==> config.mk <==
export PLATFORM = sky130hd
export DESIGN_NAME = param_datapath_flat
export DESIGN_NICKNAME = d
export VERILOG_FILES = /design/src/rtl/dp_pkg.sv /design/src/rtl/param_datapath_if.sv /design/src/rtl/seq_multiplier.sv /design/src/rtl/param_datapath.sv /design/src/flat_wrapper.sv
export SDC_FILE = /design/constraint.sdc
export NUM_CORES = 2
export LEC_CHECK = 0
export CAP_MARGIN = 20
export CELL_PAD_IN_SITES_DETAIL_PLACEMENT = 1
export CELL_PAD_IN_SITES_GLOBAL_PLACEMENT = 2
export CORE_ASPECT_RATIO = 1.5
export CORE_MARGIN = 2
export CORE_UTILIZATION = 45
export DETAILED_ROUTE_END_ITERATION = 6
export PLACE_DENSITY_LB_ADDON = 0.1
export SYNTH_ARGS = -nofsm -noshare
export SYNTH_HDL_FRONTEND = slang
export SYNTH_SLANG_ARGS = --single-unit
==> constraint.sdc <==
create_clock -name clk -period 107.5 [get_ports clk]
set_input_delay 21.5 -clock clk [delete_from_list [all_inputs] [get_ports clk]]
set_output_delay 21.5 -clock clk [all_outputs]
set_load 0.02 [all_outputs]
==> src/rtl/dp_pkg.sv <==
// Shared constants for the parametrised single-bus datapath: ALU opcodes,
// destination/source index offsets (added to NUM_GPR) and the memory FSM states.
package dp_pkg;

    localparam logic [2:0] ALU_ADD = 3'd0;
    localparam logic [2:0] ALU_SUB = 3'd1;
    localparam logic [2:0] ALU_AND = 3'd2;
    localparam logic [2:0] ALU_OR  = 3'd3;
    localparam logic [2:0] ALU_SHL = 3'd4;
    localparam logic [2:0] ALU_SHR = 3'd5;
    localparam logic [2:0] ALU_NOT = 3'd6;
    localparam logic [2:0] ALU_MUL = 3'd7;

    // Destination enables sit above the GPR block: dst_en[NUM_GPR + DST_x]
    localparam int DST_HI  = 0;
    localparam int DST_LO  = 1;
    localparam int DST_PC  = 2;
    localparam int DST_IR  = 3;
    localparam int DST_Y   = 4;
    localparam int DST_Z   = 5;
    localparam int DST_MAR = 6;
    localparam int DST_MDR = 7;
    localparam int NUM_DST_EXTRA = 8;

    // Bus sources likewise: src_sel[NUM_GPR + SRC_x]
    localparam int SRC_HI  = 0;
    localparam int SRC_LO  = 1;
    localparam int SRC_ZHI = 2;
    localparam int SRC_ZLO = 3;
    localparam int SRC_PC  = 4;
    localparam int SRC_MDR = 5;
    localparam int NUM_SRC_EXTRA = 6;

    typedef enum logic {
        MEM_IDLE = 1'b0,
        MEM_REQ  = 1'b1
    } mem_state_e;

endpackage

==> src/rtl/param_datapath_if.sv <==
// Memory-read handshake between the datapath (master) and the memory interface (slave).
interface param_datapath_if #(
    parameter int DATA_W = 32
);
    logic              mem_req;
    logic [DATA_W-1:0] mem_addr;
    logic [DATA_W-1:0] mem_rdata;
    logic              mem_ack;

    modport master (
        output mem_req,
        output mem_addr,
        input  mem_rdata,
        input  mem_ack
    );

    modport slave (
        input  mem_req,
        input  mem_addr,
        output mem_rdata,
        output mem_ack
    );
endinterface

==> src/rtl/seq_multiplier.sv <==
// Unsigned shift-add multiplier, one multiplier bit per cycle. done_o marks the cycle whose
// closing edge completes the product; product_o carries the full result in that cycle.
module seq_multiplier #(
    parameter int W = 32
) (
    input  logic           clk,
    input  logic           reset,
    input  logic           start_i,
    input  logic [W-1:0]   a_i,
    input  logic [W-1:0]   b_i,
    output logic           busy_o,
    output logic           done_o,
    output logic [2*W-1:0] product_o
);
    localparam int CNT_W = (W > 1) ? $clog2(W) : 1;

    logic             busy_q, busy_d;
    logic [CNT_W-1:0] cnt_q, cnt_d;
    logic [2*W-1:0]   acc_q, acc_d;
    logic [2*W-1:0]   mcand_q, mcand_d;
    logic [W-1:0]     mplr_q, mplr_d;
    logic [2*W-1:0]   acc_step;

    // NOTE: every signal written here gets a default first, so no latch is inferred.
    always_comb begin
        acc_step = acc_q + (mplr_q[0] ? mcand_q : '0);
        busy_d   = busy_q;
        cnt_d    = cnt_q;
        acc_d    = acc_q;
        mcand_d  = mcand_q;
        mplr_d   = mplr_q;
        done_o   = busy_q && (cnt_q == CNT_W'(W - 1));
        if (busy_q) begin
            acc_d   = acc_step;
            mcand_d = mcand_q << 1;
            mplr_d  = mplr_q >> 1;
            cnt_d   = cnt_q + 1'b1;
            if (done_o) begin
                busy_d = 1'b0;
            end
        end else if (start_i) begin
            busy_d  = 1'b1;
            cnt_d   = '0;
            acc_d   = '0;
            mcand_d = {{W{1'b0}}, a_i};
            mplr_d  = b_i;
        end
    end

    // NOTE: state registers use non-blocking assignments only.
    always_ff @(posedge clk or posedge reset) begin
        if (reset) begin
            busy_q  <= 1'b0;
            cnt_q   <= '0;
            acc_q   <= '0;
            mcand_q <= '0;
            mplr_q  <= '0;
        end else begin
            busy_q  <= busy_d;
            cnt_q   <= cnt_d;
            acc_q   <= acc_d;
            mcand_q <= mcand_d;
            mplr_q  <= mplr_d;
        end
    end

    assign busy_o    = busy_q;
    assign product_o = acc_step;
endmodule

==> src/rtl/param_datapath.sv <==
// Parametrised single-bus CPU datapath: GPR file, HI/LO/PC/IR/Y/Z/MAR/MDR, one-hot bus mux
// with error detection, ALU with sequential multiplier and a req/ack memory read into MDR.
module param_datapath
    import dp_pkg::*;
#(
    parameter int DATA_W  = 32,
    parameter int NUM_GPR = 16,
    parameter bit R0_ZERO = 1'b0
) (
    input  logic                  clk,
    input  logic                  reset,
    input  logic [NUM_GPR+7:0]    dst_en,
    input  logic [NUM_GPR+5:0]    src_sel,
    input  logic [2:0]            alu_op,
    input  logic                  pc_inc,
    input  logic                  mem_rd,
    param_datapath_if.master      mem,
    output logic                  busy,
    output logic                  alu_done,
    output logic                  bus_err,
    output logic [DATA_W-1:0]     bus_data,
    output logic [DATA_W-1:0]     ir_q
);
    localparam int NUM_SRC = NUM_GPR + NUM_SRC_EXTRA;
    localparam int SH_W    = $clog2(DATA_W);

    localparam int D_HI  = NUM_GPR + DST_HI;
    localparam int D_LO  = NUM_GPR + DST_LO;
    localparam int D_PC  = NUM_GPR + DST_PC;
    localparam int D_IR  = NUM_GPR + DST_IR;
    localparam int D_Y   = NUM_GPR + DST_Y;
    localparam int D_Z   = NUM_GPR + DST_Z;
    localparam int D_MAR = NUM_GPR + DST_MAR;
    localparam int D_MDR = NUM_GPR + DST_MDR;

    logic [DATA_W-1:0]   gpr_q [NUM_GPR];
    logic [DATA_W-1:0]   gpr_d [NUM_GPR];
    logic [DATA_W-1:0]   hi_q, hi_d, lo_q, lo_d, pc_q, pc_d, ir_d;
    logic [DATA_W-1:0]   y_q, y_d, mar_q, mar_d, mdr_q, mdr_d;
    logic [2*DATA_W-1:0] z_q, z_d;
    mem_state_e          mem_state_q, mem_state_d;
    logic [DATA_W-1:0]   mem_addr_q, mem_addr_d;
    logic                alu_done_q;

    logic                mul_start, mul_busy, mul_done;
    logic [2*DATA_W-1:0] mul_product;
    logic [DATA_W-1:0]   src_val [NUM_SRC];
    logic [DATA_W-1:0]   alu_res;
    logic [SH_W-1:0]     shamt;

    always_comb begin
        for (int i = 0; i < NUM_GPR; i++) begin
            src_val[i] = gpr_q[i];
        end
        if (R0_ZERO) begin
            src_val[0] = '0;
        end
        src_val[NUM_GPR + SRC_HI]  = hi_q;
        src_val[NUM_GPR + SRC_LO]  = lo_q;
        src_val[NUM_GPR + SRC_ZHI] = z_q[2*DATA_W-1:DATA_W];
        src_val[NUM_GPR + SRC_ZLO] = z_q[DATA_W-1:0];
        src_val[NUM_GPR + SRC_PC]  = pc_q;
        src_val[NUM_GPR + SRC_MDR] = mdr_q;
    end

    // Illegal multi-source selects force the bus to zero rather than OR-ing sources
    assign bus_err = ($countones(src_sel) > 1);

    always_comb begin
        bus_data = '0;
        for (int i = 0; i < NUM_SRC; i++) begin
            if (src_sel[i]) begin
                bus_data = bus_data | src_val[i];
            end
        end
        if (bus_err) begin
            bus_data = '0;
        end
    end

    assign shamt = bus_data[SH_W-1:0];

    always_comb begin
        alu_res = '0;
        case (alu_op)
            ALU_ADD: alu_res = y_q + bus_data;
            ALU_SUB: alu_res = y_q - bus_data;
            ALU_AND: alu_res = y_q & bus_data;
            ALU_OR:  alu_res = y_q | bus_data;
            ALU_SHL: alu_res = y_q << shamt;
            ALU_SHR: alu_res = y_q >> shamt;
            ALU_NOT: alu_res = ~y_q;
            default: alu_res = '0;
        endcase
    end

    assign mul_start = dst_en[D_Z] && !mul_busy && (alu_op == ALU_MUL);

    seq_multiplier #(.W(DATA_W)) u_mul (
        .clk       (clk),
        .reset     (reset),
        .start_i   (mul_start),
        .a_i       (y_q),
        .b_i       (bus_data),
        .busy_o    (mul_busy),
        .done_o    (mul_done),
        .product_o (mul_product)
    );

    always_comb begin
        gpr_d = gpr_q;
        for (int i = 0; i < NUM_GPR; i++) begin
            if (dst_en[i]) begin
                gpr_d[i] = bus_data;
            end
        end
        if (R0_ZERO) begin
            gpr_d[0] = '0;
        end
        hi_d  = dst_en[D_HI]  ? bus_data : hi_q;
        lo_d  = dst_en[D_LO]  ? bus_data : lo_q;
        ir_d  = dst_en[D_IR]  ? bus_data : ir_q;
        y_d   = dst_en[D_Y]   ? bus_data : y_q;
        mar_d = dst_en[D_MAR] ? bus_data : mar_q;
        mdr_d = dst_en[D_MDR] ? bus_data : mdr_q;

        pc_d = pc_q;
        if (dst_en[D_PC]) begin
            pc_d = bus_data;
        end else if (pc_inc) begin
            pc_d = pc_q + 1'b1;
        end

        // Z is owned by the multiplier from accept until its result lands
        z_d = z_q;
        if (mul_done) begin
            z_d = mul_product;
        end else if (dst_en[D_Z] && !mul_busy && (alu_op != ALU_MUL)) begin
            z_d = {{DATA_W{1'b0}}, alu_res};
        end

        mem_state_d = mem_state_q;
        mem_addr_d  = mem_addr_q;
        case (mem_state_q)
            MEM_IDLE: begin
                if (mem_rd) begin
                    mem_state_d = MEM_REQ;
                    mem_addr_d  = mar_q;
                end
            end
            MEM_REQ: begin
                if (mem.mem_ack) begin
                    mem_state_d = MEM_IDLE;
                    mdr_d       = mem.mem_rdata;
                end
            end
        endcase
    end

    always_ff @(posedge clk or posedge reset) begin
        if (reset) begin
            // NOTE: the register file is built from flops, so it clears with everything else.
            for (int i = 0; i < NUM_GPR; i++) begin
                gpr_q[i] <= '0;
            end
            hi_q        <= '0;
            lo_q        <= '0;
            pc_q        <= '0;
            ir_q        <= '0;
            y_q         <= '0;
            z_q         <= '0;
            mar_q       <= '0;
            mdr_q       <= '0;
            mem_state_q <= MEM_IDLE;
            mem_addr_q  <= '0;
            alu_done_q  <= 1'b0;
        end else begin
            gpr_q       <= gpr_d;
            hi_q        <= hi_d;
            lo_q        <= lo_d;
            pc_q        <= pc_d;
            ir_q        <= ir_d;
            y_q         <= y_d;
            z_q         <= z_d;
            mar_q       <= mar_d;
            mdr_q       <= mdr_d;
            mem_state_q <= mem_state_d;
            mem_addr_q  <= mem_addr_d;
            alu_done_q  <= mul_done;
        end
    end

    assign busy         = mul_busy || (mem_state_q == MEM_REQ);
    assign alu_done     = alu_done_q;
    assign mem.mem_req  = (mem_state_q == MEM_REQ);
    assign mem.mem_addr = mem_addr_q;
endmodule

==> src/flat_wrapper.sv <==
// flat-port wrapper written by rule: the top's interface ports become plain ports
module param_datapath_flat import dp_pkg::*;
#(
    parameter int DATA_W  = 32,
    parameter int NUM_GPR = 16,
    parameter bit R0_ZERO = 1'b0
)
  (clk, reset, dst_en, src_sel, alu_op, pc_inc, mem_rd, busy, alu_done, bus_err, bus_data, ir_q, mem_mem_req, mem_mem_addr, mem_mem_rdata, mem_mem_ack);
  param_datapath_if #(.DATA_W(DATA_W)) mem_i ();
  input  logic clk;
  input  logic reset;
  input  logic [NUM_GPR+7:0] dst_en;
  input  logic [NUM_GPR+5:0] src_sel;
  input  logic [2:0] alu_op;
  input  logic pc_inc;
  input  logic mem_rd;
  output logic busy;
  output logic alu_done;
  output logic bus_err;
  output logic [DATA_W-1:0] bus_data;
  output logic [DATA_W-1:0] ir_q;
  output wire logic [$bits(mem_i.mem_req)-1:0] mem_mem_req;
  output wire logic [$bits(mem_i.mem_addr)-1:0] mem_mem_addr;
  input wire logic [$bits(mem_i.mem_rdata)-1:0] mem_mem_rdata;
  input wire logic [$bits(mem_i.mem_ack)-1:0] mem_mem_ack;
  assign mem_mem_req = mem_i.mem_req;
  assign mem_mem_addr = mem_i.mem_addr;
  assign mem_i.mem_rdata = mem_mem_rdata;
  assign mem_i.mem_ack = mem_mem_ack;
  param_datapath #(.DATA_W(DATA_W), .NUM_GPR(NUM_GPR), .R0_ZERO(R0_ZERO)) u_core (.clk(clk), .reset(reset), .dst_en(dst_en), .src_sel(src_sel), .alu_op(alu_op), .pc_inc(pc_inc), .mem_rd(mem_rd), .mem(mem_i), .busy(busy), .alu_done(alu_done), .bus_err(bus_err), .bus_data(bus_data), .ir_q(ir_q));
endmodule
After elaboration in Yosys (flattened, before gate mapping)
Cells that the tools add are included.

Eq/ne operators: 9. Add/sub/neg operators: 26. Reduce and logical (&&, ||, !) cells: 11. Multiply operators: 0. Multiplexer cells: 46. Div/mod/pow operators: 0. Shift-type cells: 2. Order comparisons: 1. Bitwise gates (word level): 25.

Operators with widths (number): 32-bit 2-to-1 mux (30); 32-bit bitwise OR (22); 64-bit 2-to-1 mux (7); 32-bit adder (11); 32-bit case mux with 7 select lines (1); 64-bit adder (1); 32-bit by 1-bit adder with 32-bit output, second input constant (1); 32-bit bitwise AND (1); 32-bit by 2-bit > comparator with 1-bit output, second input constant (1); 32-bit inverter (1); 32-bit by 5-bit << shifter with 32-bit output (1); 32-bit by 5-bit >> shifter with 32-bit output (1); 32-bit subtractor (1); 1-bit by 1-bit adder with 2-bit output (11); 3-bit == test, second input constant (4); 5-bit 2-to-1 mux (2); 3-bit by 2-bit == test with 1-bit output, second input constant (2); 2-bit nonzero test (3); 5-bit by 1-bit adder with 5-bit output, second input constant (1); 5-bit == test, second input constant (1); 1-bit 2-to-1 mux (5); 1-bit logical AND (4); 3-bit by 1-bit == test with 1-bit output, second input constant (1); 3-bit logical NOT (1); 6 further kinds (6).

Memory bits (writable): 0. Bits in read-only memories: 0. Memories: 0. Logic and storage cells: 152. Register bits after elaboration: 1000. Latch bits: 0. Output and inout bits: 100.

Longest topological paths before layout
Depth in word-level cells: 48. Gate-level depth with buffers: 37. Gate-level depth less buffers: 34.

Hierarchy
From an unflattened synthesis, not the netlist that was laid out.

Cell total of the unflattened synthesis: 5187. Area, all modules: 54601.1 µm².

Modules (own cells, without submodules): param_datapath (seq. area each 20870.0 µm², cells an instance 3898, instances 1, area an instance 43525.5 µm²); seq_multiplier (seq. area each 4154.0 µm², cells an instance 1289, instances 1, area an instance 11075.6 µm²).

Worst setup path after synthesis
Ideal clock, no wire load.

Kind: input -> output. Start point: in src_sel[0]. End point: out bus_data[2]. Required time: 86.000 ns. Arrival time: 26.573 ns. Path slack: 59.427 ns. Cell stages on the path: 19. Path through: ha_1 fa_1 fa_1 inv_1 fa_1 inv_1 fa_1 ha_1 fa_1 nor4_1 o21a_1 buf_2 o21ai_4 inv_2 buf_2 buf_2 buf_2 clkbuf_1 buf_1.

Longest elaborated chain between the ends: 44.

Ends and longest elaborated chain: from (decl) (RTL line flat_wrapper.sv:13) `input logic [NUM_GPR+5:0] src_sel;`; parallel branches: the longest is 43 deep, another holds 32-bit adder; 32-bit 2-to-1 mux (*) (RTL line param_datapath.sv:76) `if (bus_err) begin`; to (decl) (RTL line flat_wrapper.sv:20) `output logic [DATA_W-1:0] bus_data;`.

Mark *: on every way between the ends.

Final worst setup path
Start point: in src_sel[19]. End point: out bus_data[4].

Longest elaborated chain between the ends: 6.

Ends and longest elaborated chain (RTL line): 1-bit by 1-bit adder with 2-bit output (implied by the code) / 32-bit 2-to-1 mux (equally long branches) (param_datapath.sv:67, param_datapath.sv:72); 32-bit adder (implied by the code) / 32-bit bitwise OR (equally long branches) (param_datapath.sv:67, param_datapath.sv:73); 32-bit adder (implied by the code) / 32-bit 2-to-1 mux (equally long branches) (param_datapath.sv:67, param_datapath.sv:72); 32-bit adder (implied by the code) / 32-bit bitwise OR (equally long branches) (param_datapath.sv:67, param_datapath.sv:73); 32-bit by 2-bit > comparator with 1-bit output / 32-bit 2-to-1 mux (equally long branches) (param_datapath.sv:67, param_datapath.sv:72); 32-bit 2-to-1 mux (*) (param_datapath.sv:76).

Mark *: on every way between the ends. The rest lies on a longest branch, timed or not.

==> metrics.txt <==
# TYPE chip_impl_metric gauge
chip_impl_metric{name="nets",unit=""} 5330
chip_impl_metric{name="numPlacedInstances",unit=""} 6585
chip_impl_info{name="synthDominantAreaCellType",value="dfrtp_1"} 1
chip_impl_metric{name="routedWlPerCell",unit="microns"} 33.36
chip_impl_info{name="postSynth.topFlopCell",value="dfrtp_1"} 1
chip_impl_metric{name="remaining_drc_errors",unit=""} 0
chip_impl_metric{name="synth-seq-area-share",unit="%"} 45.95
chip_impl_info{name="mostFrequentLayoutCells",value="999 x dfrtp_1, 713 x mux2_2, 501 x nand2_1"} 1
chip_impl_info{name="end_kind",value="primary output"} 1
chip_impl_metric{name="port_buffers",unit=""} 185
chip_impl_metric{name="drive_gt1_share",unit="%"} 21.90
chip_impl_metric{name="first_global_vias",unit=""} 46140
chip_impl_info{name="mostFrequentLayoutCell",value="dfrtp_1"} 1
chip_impl_metric{name="worst-endpoint-required",unit="ns"} 86.00
chip_impl_metric{name="clkLatencyLatePin",unit="ns"} 0.74
chip_impl_metric{name="ys_types",unit=""} 92
chip_impl_metric{name="average_cell_area_after_synthesis",unit="sq um"} 10.57
chip_impl_metric{name="number_of_antenna_violations_at_the_first_check_in_global_routing",unit=""} 8
chip_impl_metric{name="netlist_area",unit="sq um"} 54460
chip_impl_metric{name="post-route-util",unit="%"} 50.65
chip_impl_metric{name="post_cts_setup_repair_bufs",unit=""} 0
chip_impl_metric{name="multi_input_comb_area",unit="sq um"} 27410
chip_impl_metric{name="final-setup-viol-count",unit=""} 0
chip_impl_metric{name="synth.top_cell.area_share",unit="%"} 45.95
chip_impl_info{name="status",value="complete, no violations"} 1
chip_impl_metric{name="cp_data_arrival_time",unit="ns"} 28.09
chip_impl_metric{name="num_io_pins",unit=""} 186
chip_impl_metric{name="drt-vias-per-instance",unit=""} 6.480
chip_impl_metric{name="crit_path_max_fanout",unit=""} 49
chip_impl_metric{name="instances_no_fill",unit=""} 6776
chip_impl_metric{name="htreeDepth",unit=""} 3
chip_impl_metric{name="synth-xor-area-share",unit="%"} 2.378
chip_impl_metric{name="fp.dieW",unit="microns"} 288.0
chip_impl_metric{name="area.growth.synth_to_final",unit="%"} 11.83
chip_impl_metric{name="initial_utilization",unit="%"} 45.29
chip_impl_metric{name="detailedPlacementHpwl",unit="microns"} 148900
chip_impl_metric{name="ant_nets",unit=""} 0
chip_impl_info{name="rsz_0062_raised_after_global_routing",value="false"} 1
chip_impl_metric{name="maxCapViolCount",unit=""} 0
chip_impl_info{name="start_kind",value="input port"} 1
chip_impl_metric{name="ff2ff_path_depth",unit=""} 22
chip_impl_info{name="worst-setup-path-type",value="input port to primary output"} 1
chip_impl_metric{name="p_per_area",unit="nW/um^2"} 40.36
chip_impl_metric{name="register_area",unit="sq um"} 25030
chip_impl_info{name="synth_top_family_by_area",value="multiplexers"} 1
chip_impl_metric{name="vias",unit=""} 43910
chip_impl_metric{name="ys_warn_count",unit=""} 0
chip_impl_metric{name="totalWireLength",unit="microns"} 226000
chip_impl_metric{name="first_pass_iters",unit=""} 6
chip_impl_metric{name="peakVddDrop",unit="mV"} 0.03533
chip_impl_metric{name="syn-instance-count",unit=""} 5151
chip_impl_metric{name="globalplace.congestion",unit=""} 1.009
chip_impl_metric{name="die_area",unit="sq um"} 123900
chip_impl_metric{name="timing_hold_violations_final",unit=""} 0
chip_impl_metric{name="synth-seq-cells",unit=""} 1000
chip_impl_metric{name="grt_start_max_net_pins",unit=""} 182
chip_impl_info{name="netlist_top_cells_area",value="dfrtp_1 46%, mux2_2 15%, mux2i_1 3.7%"} 1
chip_impl_metric{name="period_utilization_post_route",unit="%"} 46.13
chip_impl_metric{name="cts_resized",unit=""} 0
chip_impl_metric{name="drt-initial-drc-count",unit=""} 3355
chip_impl_metric{name="post_synth_and_or_nand_nor_area_fraction",unit="%"} 8.998
chip_impl_info{name="timing.hold.worst.class",value="flop to flop"} 1
chip_impl_metric{name="fin_worst_skew",unit="ns"} 0.03639
chip_impl_metric{name="relSlewSlack",unit="%"} 18.21
chip_impl_metric{name="grt_pass1_wl",unit="microns"} 328100
chip_impl_metric{name="worstMarginPinSlew",unit="ns"} 1.224
chip_impl_metric{name="slew_violations",unit=""} 0
chip_impl_metric{name="leakage",unit="uW"} 0.02860
chip_impl_metric{name="clkTransAtPathRegs",unit="ns"} 0.07
chip_impl_metric{name="synth_mux_area_share",unit="%"} 18.62
chip_impl_metric{name="synth-edff-count",unit=""} 0
chip_impl_metric{name="clockBufferDepth",unit=""} 3
chip_impl_info{name="cts_tree",value="done"} 1
chip_impl_metric{name="synth-compound-area-share",unit="%"} 16.30
chip_impl_metric{name="synth_area_in_adders",unit="%"} 3.791
chip_impl_metric{name="post-route-min-period",unit="ns"} 49.59
chip_impl_metric{name="grt_usage",unit="%"} 36.31
chip_impl_info{name="cts.root.buffer_cell",value="clkbuf_16"} 1
chip_impl_metric{name="clock_sink_count",unit=""} 1000
chip_impl_metric{name="cts_hold_repair.buffers",unit=""} 0
chip_impl_metric{name="postSynth.asyncResetShare",unit="%"} 100.0
chip_impl_metric{name="floorplan.rows",unit=""} 156
chip_impl_metric{name="placeableCoreArea",unit="sq um"} 120200
chip_impl_metric{name="cts_inserted_buffers",unit=""} 101
chip_impl_metric{name="totalNegativeSetupSlack",unit="ns"} 0
chip_impl_metric{name="max_freq",unit="MHz"} 20.16
chip_impl_metric{name="hold_path_depth",unit=""} 2
chip_impl_metric{name="grt.overflow.total",unit=""} 0
chip_impl_metric{name="synth_fp_nets",unit=""} 5373
chip_impl_metric{name="fill_cells",unit=""} 12870
chip_impl_metric{name="chipHeight",unit="microns"} 430.1
## cells in the mapped netlist, types with 12 or more instances
cell	number
a211oi_1	25
a21o_1	59
a21oi_1	172
a221oi_1	87
a22o_1	98
a22oi_1	233
a31oi_1	39
and2_1	76
and3_1	33
buf_1	78
buf_2	52
clkbuf_1	344
dfrtp_1	1000
fa_1	19
ha_1	117
inv_1	58
maj3_1	22
mux2_2	713
mux2i_1	204
nand2_1	504
nand2b_1	20
nand3_1	134
nand4_1	31
nor2_1	174
nor2b_1	13
nor3_1	37
o211ai_1	27
o21a_1	15
o21ai_0	355
o21bai_1	22
o221ai_1	15
o22ai_1	22
o31a_1	22
o31ai_1	12
or3_1	17
xnor2_1	78
xor2_1	68
## state kept, by name, summed over array words and instances, names as in the netlist, 5 cells and up
register,flops
u_core.mdr_q,32
u_core.mar_q,32
u_core.z_q,64
u_core.lo_q,32
u_core.hi_q,32
u_core.ir_q,32
u_core.u_mul.mplr_q,32
u_core.y_q,32
u_core.u_mul.cnt_q,5
u_core.gpr_q,512
u_core.pc_q,32
u_core.u_mul.mcand_q,64
u_core.mem.mem_addr,32
u_core.u_mul.acc_q,64
## stage by stage
stage	setup WS [ns]	total power [uW]	hold WS (ns)	instance area, sq um
2_1_floorplan	57.86	1514	0.4429	54460
3_3_place_gp	57.98	2035	0.4654	57440
3_5_place_dp	57.92	2050	0.4736	57450
4_1_cts	57.91	2437	0.4631	60880
5_1_grt	57.65	2574	0.5143	60880
6_report	57.91	2458	0.4758	60900
## cells by family (layout without fill, tap and decap cells)
family          count (synthesis)  in the layout
other cells                     0              8
buf+inv                       546            583
flops                        1000           1000
xor+xnor                      147            147
mux                           920            920
fa+ha+maj                     158            158
simple gates                 1077           1077
compound gates               1303           1303
## report_power, final
| group | internal, uW | total [uW] | switching (uW) |
|---|---|---|---|
| clock network | 211 | 374 | 163 |
| logic | 564 | 1570 | 1010 |
| registers | 458 | 515 | 56.5 |
## per-layer routing
layer | vias to the layer above | GRT usage (%) | part of all wire [%]
met5 | - | 0 | 0.019
met2 | 1479 | 61.66 | 49
met4 | 6 | 19.71 | 5.9
met1 | 23170 | 44.17 | 39
li1 | 18680 | - | -
met3 | 582 | 5.376 | 5.4
## final cells by class
| class | instances | share of cell area (%) |
|---|---|---|
| well taps | 1580 | 3.246 |
| clock buffers | 148 | 4.884 |
| repair buffers | 336 | 4.573 |
| clock inverters | 35 | 0.7499 |
| diodes | 8 | 0.03287 |
| multi-input cells | 3605 | 45.01 |
| flip-flops and latches | 1000 | 41.10 |
| inverters | 64 | 0.4089 |
## final timing paths
| kind | from | end | slack (ns) |
|---|---|---|---|
| max reg2reg | u_core.z_q[33] | u_core.z_q[26] | 99.93 |
| min | u_core.u_mul.mplr_q[31] | u_core.u_mul.mplr_q[30] | 0.48 |
| max in group asynchronous | reset | u_core.gpr_q[401] | 80.73 |
| max | src_sel[19] | bus_data[4] | 57.91 |
| min in group asynchronous | reset | u_core.u_mul.acc_q[8] | 21.32 |
| min reg2reg | u_core.u_mul.mplr_q[31] | u_core.u_mul.mplr_q[30] | 0.48 |
## critical path: stages
cell             delay, ns
clkdlybuf4s50_1       0.46
buf_4                 0.43
ha_1                  0.36
fa_1                  0.52
inv_1                 0.05
fa_1                  0.48
inv_1                 0.05
fa_1                  0.46
fa_1                  0.40
ha_1                  0.24
fa_1                  0.49
nor4_1                0.29
o21a_1                0.50
inv_1                 0.12
a21o_1                0.17
buf_4                 0.24
inv_1                 0.09
buf_4                 0.49
clkdlybuf4s50_1       0.72
Note: power is estimated with default switching activity, not from simulation.
